**src/rtl/vga_timing_gen.sv**
```systemverilog
// VGA timing generator with pixel enable, programmable sync polarity and a
// shadowed timing set that is swapped in only at the start of a frame.
module vga_timing_gen #(
  parameter int CNT_W    = 12,
  parameter int H_ACTIVE = 1024,
  parameter int H_FP     = 24,
  parameter int H_SYNC   = 136,
  parameter int H_BP     = 160,
  parameter int V_ACTIVE = 768,
  parameter int V_FP     = 3,
  parameter int V_SYNC   = 6,
  parameter int V_BP     = 29,
  parameter bit HS_POL   = 1'b1,
  parameter bit VS_POL   = 1'b1
) (
  input  logic             clk,
  input  logic             rst,
  input  logic             en,
  input  logic             cfg_wr,
  input  logic [CNT_W-1:0] cfg_h_active,
  input  logic [CNT_W-1:0] cfg_h_fp,
  input  logic [CNT_W-1:0] cfg_h_sync,
  input  logic [CNT_W-1:0] cfg_h_bp,
  input  logic [CNT_W-1:0] cfg_v_active,
  input  logic [CNT_W-1:0] cfg_v_fp,
  input  logic [CNT_W-1:0] cfg_v_sync,
  input  logic [CNT_W-1:0] cfg_v_bp,
  output logic             cfg_pending,
  output logic             cfg_err,
  output logic [CNT_W-1:0] hcount,
  output logic [CNT_W-1:0] vcount,
  output logic             hsync,
  output logic             vsync,
  output logic             hblnk,
  output logic             vblnk,
  output logic             de,
  output logic             sof,
  output logic             sol,
  output logic [11:0]      rgb
);

  localparam int SW = CNT_W + 2;
  localparam logic [SW-1:0] MAX_TOTAL = SW'(1) << CNT_W;

  typedef struct packed {
    logic [CNT_W-1:0] h_active, h_fp, h_sync, h_bp;
    logic [CNT_W-1:0] v_active, v_fp, v_sync, v_bp;
  } timing_t;

  localparam timing_t DEFAULTS = '{
    h_active: CNT_W'(H_ACTIVE), h_fp: CNT_W'(H_FP), h_sync: CNT_W'(H_SYNC), h_bp: CNT_W'(H_BP),
    v_active: CNT_W'(V_ACTIVE), v_fp: CNT_W'(V_FP), v_sync: CNT_W'(V_SYNC), v_bp: CNT_W'(V_BP)
  };

  function automatic logic [SW-1:0] ext(input logic [CNT_W-1:0] x);
    return {2'b00, x};
  endfunction

  timing_t act_reg, shd_reg, cfg_in, nxt_set;
  logic [SW-1:0] ht, vt, cfg_ht, cfg_vt;
  logic [SW-1:0] hs_start, hs_stop, vs_start, vs_stop;
  logic [CNT_W-1:0] h_next, v_next;
  logic h_wrap, v_wrap, apply, cfg_ok;
  logic hs_act, vs_act, hb_next, vb_next;

  assign cfg_in = '{
    h_active: cfg_h_active, h_fp: cfg_h_fp, h_sync: cfg_h_sync, h_bp: cfg_h_bp,
    v_active: cfg_v_active, v_fp: cfg_v_fp, v_sync: cfg_v_sync, v_bp: cfg_v_bp
  };

  always_comb begin
    ht     = ext(act_reg.h_active) + ext(act_reg.h_fp) + ext(act_reg.h_sync) + ext(act_reg.h_bp);
    vt     = ext(act_reg.v_active) + ext(act_reg.v_fp) + ext(act_reg.v_sync) + ext(act_reg.v_bp);
    cfg_ht = ext(cfg_in.h_active) + ext(cfg_in.h_fp) + ext(cfg_in.h_sync) + ext(cfg_in.h_bp);
    cfg_vt = ext(cfg_in.v_active) + ext(cfg_in.v_fp) + ext(cfg_in.v_sync) + ext(cfg_in.v_bp);
  end

  assign cfg_ok = (cfg_in.h_active != '0) && (cfg_in.h_sync != '0) &&
                  (cfg_in.v_active != '0) && (cfg_in.v_sync != '0) &&
                  (cfg_ht <= MAX_TOTAL) && (cfg_vt <= MAX_TOTAL);

  assign h_wrap = (ext(hcount) == ht - SW'(1));
  assign v_wrap = (ext(vcount) == vt - SW'(1));
  assign apply  = en && h_wrap && v_wrap && cfg_pending;

  // The shadow set becomes active on the same edge that lands on (0,0),
  // so the first pixel of the new frame is already decoded with it.
  assign nxt_set = apply ? shd_reg : act_reg;

  always_comb begin
    h_next = hcount + CNT_W'(1);
    v_next = vcount;
    if (h_wrap) begin
      h_next = '0;
      v_next = v_wrap ? '0 : vcount + CNT_W'(1);
    end
  end

  always_comb begin
    hs_start = ext(nxt_set.h_active) + ext(nxt_set.h_fp);
    hs_stop  = hs_start + ext(nxt_set.h_sync);
    vs_start = ext(nxt_set.v_active) + ext(nxt_set.v_fp);
    vs_stop  = vs_start + ext(nxt_set.v_sync);
    hs_act   = (ext(h_next) >= hs_start) && (ext(h_next) < hs_stop);
    vs_act   = (ext(v_next) >= vs_start) && (ext(v_next) < vs_stop);
    hb_next  = (h_next >= nxt_set.h_active);
    vb_next  = (v_next >= nxt_set.v_active);
  end

  always_ff @(posedge clk) begin
    if (rst) begin
      act_reg     <= DEFAULTS;
      shd_reg     <= '0;
      cfg_pending <= 1'b0;
      cfg_err     <= 1'b0;
      hcount      <= '0;
      vcount      <= '0;
      hsync       <= ~HS_POL;
      vsync       <= ~VS_POL;
      hblnk       <= 1'b0;
      vblnk       <= 1'b0;
      de          <= 1'b1;
      sof         <= 1'b0;
      sol         <= 1'b0;
    end else begin
      cfg_err <= cfg_wr && !cfg_ok;
      // A write landing on the apply edge wins over the clear.
      if (cfg_wr && cfg_ok) begin
        shd_reg     <= cfg_in;
        cfg_pending <= 1'b1;
      end else if (apply) begin
        cfg_pending <= 1'b0;
      end
      if (en) begin
        act_reg <= nxt_set;
        hcount  <= h_next;
        vcount  <= v_next;
        hsync   <= hs_act ? HS_POL : ~HS_POL;
        vsync   <= vs_act ? VS_POL : ~VS_POL;
        hblnk   <= hb_next;
        vblnk   <= vb_next;
        de      <= !hb_next && !vb_next;
        sol     <= (h_next == '0);
        sof     <= (h_next == '0) && (v_next == '0);
      end else begin
        sof <= 1'b0;
        sol <= 1'b0;
      end
    end
  end

  assign rgb = 12'h000;

endmodule

```
**config.mk**
```make
export PLATFORM = sky130hd
export DESIGN_NAME = vga_timing_gen
export DESIGN_NICKNAME = d
export VERILOG_FILES = /design/src/rtl/vga_timing_gen.sv
export SDC_FILE = /design/constraint.sdc
export NUM_CORES = 1
export LEC_CHECK = 0
export BUFFER_PORTS_ARGS = -buffer_cell sky130_fd_sc_hd__buf_2
export CAP_MARGIN = 20
export CORE_UTILIZATION = 55
export CTS_CLUSTER_SIZE = 14
export DETAILED_ROUTE_END_ITERATION = 8
export PLACE_DENSITY = 0.77
export SETUP_SLACK_MARGIN = 0.15
export SLEW_MARGIN = 20
export SYNTH_ARGS = -nofsm -noshare
export SYNTH_HDL_FRONTEND = slang
export SYNTH_SLANG_ARGS = --single-unit
```
**constraint.sdc**
```tcl
create_clock -name clk -period 8.6 [get_ports clk]
set_input_delay 0.43 -clock clk [delete_from_list [all_inputs] [get_ports clk]]
set_output_delay 0.43 -clock clk [all_outputs]
set_load 0.02 [all_outputs]
```
# --- Word-level counts from Yosys, hierarchy flattened ---
# Cells that the tools add are included.
totals:
  reg_bits: 225
  inputBits: 100
  output_inout_bits: 45
  word_cells: 92
op_classes:
  add_sub_neg: 20
  magnitude_cmp: 8
  eq_ne: 2
  muxes: 8
  bitwise: 1
  reduce_logical: 26
op_table:
  columns: ["cell", "n"]
  rows:
  - ["$mux 96", 1]
  - ["$add 13x12->14", 6]
  - ["$add 12x12->13", 6]
  - ["$add 14x12->14", 4]
  - ["$reduce_bool 12->1", 4]
  - ["$mux 12", 3]
  - ["$eq 12x14->1", 2]
  - ["$le 14x13->1 const B", 2]
  - ["$lt 12x14->1", 2]
  - ["$sub 14x1->14 const B", 2]
  - ["$ge 12x13->1", 2]
  - ["$add 12x1->12 const B", 2]
  - ["$ge 12x12->1", 2]
  - ["$logic_not 12->1", 2]
  - ["$logic_and 1x1->1", 14]
  - ["$mux 1", 4]
  - ["$logic_not 1->1", 3]
  - ["$reduce_and 2->1", 1]
  - ["$reduce_bool 2->1", 1]
  - ["$reduce_or 2->1", 1]
  - ["$not 1->1", 1]

# --- Depth between registers and ports, before layout ---
# Gate-level depths: netlist of the first run.
depth:
  ltp_word: 14
  depth_mapped: 45
  ltp_nobuf: 41

# --- Worst setup path after synthesis of the first run ---
# Ideal clock, no wire load.
synth_timing:
  kind: "register to register"
  from: "register act_reg[1] in the netlist's numbering"
  to: "register vsync"
  setup_time_ns: 0.125
  arrival_ns: 8.829
  t_required_ns: 8.475
  setup_slack_ns: -0.354
  stages_incl_launch_ff: 44
  n_path_buf: 2
  period_less_slack_ns: 8.954
  path_cell_list: "dfxtp_1 -> inv_1 -> ha_1 -> inv_1 -> fa_1 -> fa_1 -> ha_1 -> inv_1 -> fa_1 -> xor2_1 -> o311ai_1 -> or4b_4 -> a2111oi_4 -> nand4_1 -> nor4_2 -> nand2_1 -> clkbuf_1 -> buf_1 -> [... 8 more ...] -> maj3_1 -> mux2_2 -> a31oi_1 -> xnor2_1 -> ha_1 -> a21oi_1 -> o21ai_0 -> a21o_1 -> a21oi_1 -> xor2_1 -> ha_1 -> o21a_1 -> nor2_1 -> or4_1 -> nor2_1 -> nor2_1 -> o211ai_1 -> a22oi_1"
synth_lines:
  columns: ["item", "line", "rtl"]
  rows:
  - ["start, declared", "59", "timing_t act_reg, shd_reg, cfg_in, nxt_set;"]
  - ["start signal, assigned", "135", "act_reg <= nxt_set;"]
  - ["end signal, assigned", "119", "vsync <= ~VS_POL;"]
  - ["end signal, assigned", "139", "vsync <= vs_act ? VS_POL : ~VS_POL;"]
  - ["end, declared", "33", "output logic vsync,"]

==> key figures, run 1 <==
Timing
  • Final hold viol count: 0
  • Tmin final: 8.66 ns
  • Total negative slack: -0.0584 ns
  • Max Slew Vio Count: 0
  • Final WS setup: -0.0584 ns
  • F_max: 115 MHz
  • Worst clock skew: 0.0279 ns
  • Slew HR: 40.8%
  • Unrepaired setup endpoints after global routing: yes
  • Actual slew at the worst max-slew pin: 0.887 ns
  • Crit share post-route: 101%
  • Setup Viol. Count Final: 1

Floorplan
  • Chip Height: 182 µm
  • I/O pin count: 145
  • Core box area: 31,800 µm²
  • Die area: 33,300 µm²
  • Row Count: 65
  • Starting density of the core: 56.3%
  • Die Wd: 182 µm

Worst setup path
  • R2R depth: 41
  • Critical path's slowest cell: or4b_4
  • Most frequent cell on the critical path: nor2_1
  • Critical Path RT: 9.05 ns
  • CP Class: reg -> reg
  • CP Capture Type: register
  • Slowest stage delay, CP: 0.53 ns
  • CP max FO: 6
  • Worst Path Arrival: 9.10 ns
  • Crit path launch type: register

GRT
  • Global-route wire length before repair: 81.6 mm
  • Antenna violations before repair: 3
  • Vias in the first global route: 15,900
  • GRT Resource Usage Total: 31.2%
  • GRT overflow: 0
  • Largest net degree at the start of global routing: 84

Hold path
  • Min-Delay Path Class: in -> reg
  • Worst Hold Depth: 2

Logic synthesis
  • Syn Area/Cell: 8.50 µm²
  • Top_reg_cell synth: dfxtp_1
  • FFs w/ async S/R, synth: 0%
  • Post-synth EDFFs: 0
  • Register area share after synthesis: 25.2%
  • Netlist cell types: 72
  • YS warnings: 0
  • Synth Cell Area: 17,900 µm²
  • Mapped Cells: 2,106
  • Synth Register Bits: 225

Placed design
  • DP HPWL: 40.5 mm
  • Placer Congestion: 0.948
  • Port Buffers: 132

Power and ir drop
  • Leakage: 10.4 nW
  • Worst VDD drop: 186 µV
  • Final Power: 3.06 mW
  • Pwr/cell area: 148 nW/µm²

Clock tree
  • CTS max path bufs: 3
  • Root buf cell: clkbuf_16
  • Worst-Skew Late Latency: 0.57 ns
  • CTS tree: done
  • Reg clk slew, reported paths: 0.07 ns
  • Hold Buf Count CTS: 0
  • CTS Buf Count: 27
  • Sink Count: 225
  • Htree depth: 1

Layout
  • Most frequent cells in the layout: nand2_1, dfxtp_1, nor2_1
  • Layout net count: 2,685
  • Share of layout cells above drive strength 1: 14.8%
  • Commonest non-fill, non-tap cell in the layout: nand2_1
  • Area Overhead vs Synth: 15.8%

Run status
  • Outcome: complete, but fails checks
  • Failing checks: negative setup slack

Route
  • Drt via density: 5.73
  • Initial drt markers: 1,004
  • Pre-antenna DRT Iters: 5
  • DRC errors left: 0
  • WL final: 51.3 mm
  • Avg WL per Cell: 18.7 µm
  • Via count: 15,700
  • ANT nets after route: 0

Flow run
  • Max-cap viol count: 0
critical path, delay by kind of cell, from the launching register on:
| family | cells | cell delay (ns) |
|---|---|---|
| compound gates | 11 | 1.60 |
| xor+xnor | 4 | 0.54 |
| fa+ha+maj | 9 | 3.07 |
| buf+inv | 5 | 0.35 |
| flops | 1 | 0.31 |
| mux | 2 | 0.52 |
| simple gates | 10 | 2.11 |
what timing repair did:
| item | in CTS | in global routing |
|---|---|---|
| gates resized for setup | 25 | 18 |
| cloned | 0 | 0 |
| setup buffers | 8 | 5 |
| pin swaps | 22 | 15 |
| endpoints found under the setup margin | 2 | 2 |
worst paths after layout:
check,start,end,slack (ns)
worst max register to register,act_reg[13],vsync,-0.06
worst min register to register,act_reg[54],act_reg[54],0.45
worst min-delay path,cfg_wr,cfg_err,0.11
worst max-delay path,act_reg[13],vsync,-0.06
power breakdown:
| part | switching (mW) | leakage, nW | internal (mW) | total, mW |
|---|---|---|---|---|
| Combinational | 0.376 | 8.12 | 0.282 | 0.658 |
| Clock | 0.495 | 0.480 | 0.771 | 1.27 |
| Sequential | 0.0421 | 1.82 | 1.09 | 1.13 |
| Total | 0.913 | 10.4 | 2.15 | 3.06 |
metal layers:
layer	part of all wire (%)	vias to the layer above	track usage (%)	wire [µm]
li1	-	7537	-	-
met4	6.0	2	16.9	3080
met2	49	521	56.2	25400
met3	5.6	169	4.61	2880
met5	0.025	-	0	13
met1	39	7475	35.5	19900
cell type report:
class                      count  area [µm²]
inverter                     191         717
timing repair buffer         230        1430
tap                          435         544
antenna                        1        2.50
sequential                   225        4510
clock buffer                  33         738
multi-input combinational   1612       12500
clock inverter                16         254
fill                        2615       11100
per-stage QoR:
stage	std cells	area, µm²	hold WS, ns	utilization, %	setup WS [ns]
after floorplan	2117	18100	0.432	-	0.0196
after global placement	2680	19500	0.442	61.3	-0.130
after detailed placement	2680	19500	0.443	61.3	-0.304
after CTS	2737	20600	0.0953	64.9	0.150
after global routing	2742	20700	0.115	65.2	-0.487
final	2743	20700	0.109	65.2	-0.0584
synthesized netlist by cell type (41+ instances only):
cell,instances,area (µm²)
inv_1,191,717
xor2_1,44,385
a21o_1,41,308
mux2i_1,141,1410
nand2_1,247,927
a21oi_1,144,721
fa_1,97,1940
ha_1,201,2510
dfxtp_1,225,4500
o21ai_0,57,285
nor2_1,224,841
xnor2_1,61,534
clkbuf_1,42,158
cell families (layout without fill, tap and decap cells):
kind of cell    count (synthesis)  after routing  share of synthesized area [%]
compound gates                362            362                           12.8
other cells                     1             13                         0.0210
mux                           143            143                           8.01
simple gates                  685            685                           17.3
buf+inv                       280            470                           6.30
xor+xnor                      105            105                           5.14
flops                         225            225                           25.2
fa+ha+maj                     305            305                           25.3
No activity file was read; power rests on OpenSTA's default activity.
==> run 2, diff against run 1 <==
--- a/config.mk
+++ b/config.mk
@@ -7,10 +7,12 @@
 export LEC_CHECK = 0
 export BUFFER_PORTS_ARGS = -buffer_cell sky130_fd_sc_hd__buf_2
 export CAP_MARGIN = 20
-export CORE_UTILIZATION = 55
+export CELL_PAD_IN_SITES_DETAIL_PLACEMENT = 1
+export CELL_PAD_IN_SITES_GLOBAL_PLACEMENT = 1
+export CORE_UTILIZATION = 42
 export CTS_CLUSTER_SIZE = 14
 export DETAILED_ROUTE_END_ITERATION = 8
-export PLACE_DENSITY = 0.77
+export PLACE_DENSITY_LB_ADDON = 0.1
 export SETUP_SLACK_MARGIN = 0.15
 export SLEW_MARGIN = 20
 export SYNTH_ARGS = -nofsm -noshare
==> key figures, run 2 (same netlist as run 1, synthesis figures left out) <==
Run status
  • Outcome: complete, but fails checks
  • Failing checks: negative setup slack

Route
  • DRC errors left: 0 (unchanged)
  • ANT nets after route: 0 (unchanged)
  • Via count: 15,700 (+0.17%)
  • WL final: 59.6 mm (+16%)
  • Avg WL per Cell: 20.7 µm (+11%)
  • Initial drt markers: 708 (-29%)
  • Drt via density: 5.46 (-4.6%)
  • Pre-antenna DRT Iters: 7 (+2)

GRT
  • GRT Resource Usage Total: 27.7% (-3.5 points)
  • Antenna violations before repair: 0 (-3)
  • Vias in the first global route: 17,000 (+6.9%)
  • GRT overflow: 0 (unchanged)
  • Global-route wire length before repair: 94.0 mm (+15%)
  • Largest net degree at the start of global routing: 103 (+23%)

Placed design
  • Port Buffers: 132 (unchanged)
  • Placed cell area: 19,800 µm² (+1.6%)
  • Place WS: -0.333 ns (-0.0285 ns)
  • Placed cells: 2,805 (+4.7%)
  • Placer Congestion: 0.900 (-5.0%)
  • DP HPWL: 47.4 mm (+17%)

Worst setup path
  • Crit path launch type: register
  • R2r setup slk: -0.18 ns (-0.12 ns)
  • Worst Path Arrival: 9.22 ns (+0.12 ns)
  • CP Capture Type: register
  • CP Class: reg -> reg
  • R2R depth: 40 (-2.4%)
  • Critical Path RT: 9.05 ns (about the same)
  • R2r startpoint: act_reg[14]
  • Critical path's slowest cell: fa_1
  • Most frequent cell on the critical path: nor2_1
  • Slowest stage delay, CP: 0.60 ns (+0.07 ns)
  • Reg2reg end: vsync
  • CP max FO: 6 (unchanged)

Clock tree
  • CTS Buf Count: 28 (+3.7%)
  • Sink Count: 225 (unchanged)
  • Hold Buf Count CTS: 0 (unchanged)
  • CTS tree: done
  • Htree depth: 1 (unchanged)
  • Root buf cell: clkbuf_16
  • CTS max path bufs: 3 (unchanged)
  • Worst-Skew Late Latency: 0.58 ns (about the same)
  • Reg clk slew, reported paths: 0.06 ns (about the same)

Hold path
  • Worst Hold Depth: 3 (+1)
  • Min-Delay Path Class: in -> reg
  • Hold path start: cfg_v_bp[0]
  • Hold path endpoint: shd_reg[0]

Timing
  • Slew HR: 26.6% (-14 points)
  • Tmin final: 8.78 ns (+0.117 ns)
  • Setup Viol. Count Final: 2 (+1)
  • Final WS setup: -0.176 ns (-0.117 ns)
  • Worst clock skew: 0.0239 ns (-0.00400 ns)
  • Actual slew at the worst max-slew pin: 1.10 ns (+0.214 ns)
  • Final hold viol count: 0 (unchanged)
  • Max Slew Vio Count: 0 (unchanged)
  • Crit share post-route: 102% (+1.4 points)
  • F_max: 114 MHz (-1.3%)
  • Unrepaired setup endpoints after global routing: yes

Layout
  • Fin cells: 2,879 (+5.0%)
  • Layout net count: 2,718 (+1.2%)
  • Final core occ: 50.5% (-15 points)
  • Final instance area: 21,200 µm² (+2.1%)
  • N_diodes: 0 (-1)
  • Area Overhead vs Synth: 18.3%
  • Commonest non-fill, non-tap cell in the layout: nand2_1
  • Most frequent cells in the layout: nand2_1, nor2_1, dfxtp_1
  • Share of layout cells above drive strength 1: 16.7% (+1.8 points)
  • Fill count: 5,003 (+91%)

Power and ir drop
  • Power Internal: 2.11 mW (-1.8%)
  • Worst VDD drop: 144 µV (-22%)
  • Sw Pwr: 947 µW (+3.7%)
  • Pwr/cell area: 144 nW/µm² (-2.2%)
  • Clock power share: 40.7% (-0.7 points)
  • Comb power frac: 22.1% (+0.6 points)
  • Leakage: 10.6 nW (+1.5%)
  • Sw Ratio: 31.0% (+1.2 points)
  • Seq pwr share: 37.2% (about the same)

Floorplan
  • Chip Height: 208 µm (+14%)
  • Core box area: 41,900 µm² (+32%)
  • Die area: 43,400 µm² (+31%)
  • Row Count: 75 (+15%)
  • Starting density of the core: 42.7% (-14 points)
  • Die Wd: 208 µm (+14%)
  • I/O pin count: 145 (unchanged)

Flow run
  • Max-cap viol count: 0 (unchanged)
==> run 2: cell types whose count changed in the layout (fill, tap and decap cells not counted), moves of 4 or more <==
cell      delta
nand2_2      +5
buf_4       +29
inv_1        -4
nand2_1      -5
clkinv_4     -4
clkbuf_8     +5
inv_2        +4
==> run 2: final cells by class <==
class                      instances  area, µm²  share of cell area, %
clock buffer                      39        832                   3.93
timing repair buffer             262       1730                   8.15
sequential                       225       4510                   21.3
inverter                         191        717                   3.39
tap                              539        674                   3.19
multi-input combinational       1612      12600                   59.5
clock inverter                    11        129                  0.609
==> run 2: per-stage QoR <==
stage | hold WS, ns | power [mW] | TNS (ns)
detailed placement | 0.454 | 1.83 | -0.614
global placement | 0.444 | 1.81 | -0.0419
floorplan | 0.432 | 1.62 | 0
global route | 0.126 | 3.20 | -1.34
finish | 0.111 | 3.05 | -0.348
CTS | 0.0886 | 3.08 | 0
==> run 2: critical path: cells and delay by family, from the launching register on <==
kind	cells	cell delay [ns]
AOI/OAI and AO/OA	12	1.84
xor gates and xnor gates	3	0.43
adders and majority gates	8	3.14
buffers and inverters	5	0.41
DFF	1	0.31
muxes	2	0.52
and+or+nand+nor	10	1.98
==> run 2: repair_timing <==
item,4_1_cts,5_1_grt
pin swaps,21,31
setup buffers,12,11
endpoints found under the setup margin,2,2
gates resized for setup,31,32
cloned,1,0
==> run 2: worst max path at each step <==
stage                           start  cells after the start     to  slack (ns)
after global placement     act_reg[1]                     43  vsync       -0.04
final                     act_reg[14]                     40  vsync       -0.18
after global routing       act_reg[2]                     42  hsync       -0.67
after CTS                  act_reg[1]                     41  vsync        0.03
after detailed placement   act_reg[1]                     39  hsync       -0.33
after floorplan            act_reg[1]                     41  vsync        0.02
==> run 2: metal layers <==
layer,wire [µm],up-vias,global-route usage [%]
met2,32500,195,54.6
li1,-,7604,-
met4,2000,0,9.09
met1,23800,7838,30.7
met5,0,-,0
met3,1310,94,2.32
==> run 2: power groups by stage <==
stage | Combinational (mW) | Clock, mW | Sequential [mW]
2_1_floorplan | 0.480 | 0 | 1.14
5_1_grt | 0.750 | 1.31 | 1.14
3_3_place_gp | 0.646 | 0 | 1.16
3_5_place_dp | 0.667 | 0 | 1.16
4_1_cts | 0.673 | 1.27 | 1.14
6_report | 0.676 | 1.24 | 1.14
==> run 3, diff against run 2 <==
--- a/config.mk
+++ b/config.mk
@@ -10,11 +10,10 @@
 export CELL_PAD_IN_SITES_DETAIL_PLACEMENT = 1
 export CELL_PAD_IN_SITES_GLOBAL_PLACEMENT = 1
 export CORE_UTILIZATION = 42
-export CTS_CLUSTER_SIZE = 14
 export DETAILED_ROUTE_END_ITERATION = 8
 export PLACE_DENSITY_LB_ADDON = 0.1
+export REMOVE_ABC_BUFFERS = 1
 export SETUP_SLACK_MARGIN = 0.15
-export SLEW_MARGIN = 20
 export SYNTH_ARGS = -nofsm -noshare
 export SYNTH_HDL_FRONTEND = slang
 export SYNTH_SLANG_ARGS = --single-unit
==> key figures, run 3 (same netlist as run 1, synthesis figures left out) <==
Run status
  • Outcome: complete, but fails checks
  • Failing checks: negative setup slack

Layout
  • Share of layout cells above drive strength 1: 20.0% (+3.3 points)
  • N_diodes: 0 (unchanged)
  • Most frequent cells in the layout: nand2_1, dfxtp_1, nor2_1
  • Layout net count: 2,764 (+1.7%)
  • Commonest non-fill, non-tap cell in the layout: nand2_1
  • Area Overhead vs Synth: 21.6%

Clock tree
  • Htree depth: 1 (unchanged)
  • Root buf cell: clkbuf_16
  • Reg clk slew, reported paths: 0.07 ns (about the same)
  • CTS max path bufs: 3 (unchanged)
  • Worst-Skew Late Latency: 0.56 ns (-0.02 ns)
  • CTS tree: done
  • Sink Count: 225 (unchanged)
  • CTS Buf Count: 27 (-3.6%)

Power and ir drop
  • Power Internal: 2.09 mW (-0.82%)
  • Comb power frac: 22.1% (about the same)
  • Worst VDD drop: 179 µV (+24%)
  • Leakage: 10.8 nW (+2.4%)
  • Pwr/cell area: 138 nW/µm² (-4.1%)
  • Final Power: 3.01 mW (-1.4%)
  • Clock power share: 40.0% (-0.7 points)
  • Sw Pwr: 922 µW (-2.7%)
  • Seq pwr share: 37.9% (+0.7 points)
  • Sw Ratio: 30.6% (-0.41 points)

Route
  • Via count: 15,800 (+0.69%)
  • Avg WL per Cell: 20.6 µm (-0.36%)
  • WL final: 60.3 mm (+1.2%)
  • ANT nets after route: 0 (unchanged)
  • Pre-antenna DRT Iters: 4 (-3)
  • Initial drt markers: 924 (+31%)
  • Drt via density: 5.42 (-0.86%)
  • DRC errors left: 0 (unchanged)

Floorplan
  • Die Wd: 208 µm (unchanged)
  • Die area: 43,400 µm² (unchanged)
  • I/O pin count: 145 (unchanged)
  • Row Count: 75 (unchanged)
  • Starting density of the core: 42.7% (unchanged)
  • Core box area: 41,900 µm² (unchanged)
  • Chip Height: 208 µm (unchanged)

Timing
  • Unrepaired setup endpoints after global routing: yes
  • Slew HR: 32.9% (+6.3 points)
  • Actual slew at the worst max-slew pin: 1.01 ns (-0.0944 ns)
  • Max Slew Vio Count: 0 (unchanged)
  • Final WS setup: -0.315 ns (-0.139 ns)
  • F_max: 112 MHz (-1.6%)
  • Tmin final: 8.91 ns (+0.139 ns)
  • Worst clock skew: 0.0161 ns (-0.00780 ns)
  • Setup Viol. Count Final: 2 (unchanged)
  • Final hold viol count: 0 (unchanged)
  • Crit share post-route: 104% (+1.6 points)

Worst setup path
  • Critical Path RT: 9.04 ns (about the same)
  • CP Buf/Inv Count: 7 (+2)
  • Critical path's slowest cell: fa_1
  • CP Class: reg -> reg
  • R2r setup slk: -0.31 ns (-0.14 ns)
  • CP max FO: 7 (+1)
  • Top delay family on crit path: adder cells
  • Worst Path Arrival: 9.36 ns (+0.14 ns)
  • Slowest stage delay, CP: 0.60 ns (about the same)
  • CP Capture Type: register
  • Crit path launch type: register

GRT
  • GRT overflow: 0 (unchanged)
  • M2 GR Usage: 42.9% (-12 points)
  • Vias in the first global route: 16,500 (-2.8%)
  • Gr busiest metal: met2
  • Met1 Use GR: 40.3% (+9.6 points)
  • Met3 Usage GRT: 2.81% (+0.48 points)
  • GRT Resource Usage Total: 27.4% (-0.24 points)
  • Antenna violations before repair: 0 (unchanged)
  • Global-route wire length before repair: 93.0 mm (-0.97%)
  • Largest net degree at the start of global routing: 98 (-4.9%)

Hold path
  • Min-Delay Path Class: in -> reg

Placed design
  • Place WS: -0.551 ns (-0.218 ns)
  • Port Buffers: 132 (unchanged)
  • Placer Congestion: 0.896 (-0.46%)
  • DP HPWL: 47.2 mm (-0.43%)

Flow run
  • Max-cap viol count: 0 (unchanged)
## run 3: layout make-up
type	instances	area, µm²
clock buffers	36	769
well taps	539	674
flip-flops and latches	225	4510
clock inverters	12	145
inverters	191	717
multi-input cells	1612	12900
fillers	4986	20200
repair buffers	309	2080
## run 3: routing by layer
metal  vias to the layer above  share of wire, %
li1                       7686                 -
met1                      7816                50
met2                       268                44
met3                        70               3.7
met4                         0               2.3
met5                         -                 0
## run 3: final timing paths
kind | start | endpoint | cells past startpoint
max | act_reg[2] | vsync | 42
min | cfg_wr | cfg_err | 2
max reg2reg | act_reg[2] | vsync | 42
min reg2reg | act_reg[48] | act_reg[48] | 2
## run 3: timing repair
item / 4_1_cts / 5_1_grt
gates resized for setup: 73 / 79
endpoints found under the setup margin: 2 / 2
endpoints found under the hold margin: 0 / 0
hold buffers: 0 / 0
setup buffers: 27 / 15
pin swaps: 37 / 53
## run 3: power by group through the flow
| stage | Sequential, mW | Combinational (mW) | Clock [mW] |
|---|---|---|---|
| 2_1_floorplan | 1.14 | 0.502 | 0 |
| 3_3_place_gp | 1.16 | 0.645 | 0 |
| 3_5_place_dp | 1.16 | 0.666 | 0 |
| 4_1_cts | 1.14 | 0.672 | 1.24 |
| 5_1_grt | 1.14 | 0.742 | 1.27 |
| 6_report | 1.14 | 0.665 | 1.21 |
## run 3: worst register-to-register path: cells and delay by family (launching register included)
kind            cells  cell delay (ns)
simple gates       12             2.09
compound gates     11             1.65
mux                 1             0.30
fa+ha+maj           8             3.25
buf+inv             7             0.81
flops               1             0.31
xor+xnor            3             0.38
## run 3: per-stage QoR
step                      TNS, ns  area [µm²]  util (%)  hold WS [ns]  std cells
after floorplan            -21.44       17500         -         0.426       2028
after global placement     -0.286       19900      47.5         0.440       2834
after detailed placement   -0.828       19900      47.5         0.445       2834
after CTS                  -0.331       21300      50.8        0.0895       2909
after global routing        -1.40       21800      51.9         0.125       2924
final                      -0.523       21800      51.9         0.118       2924
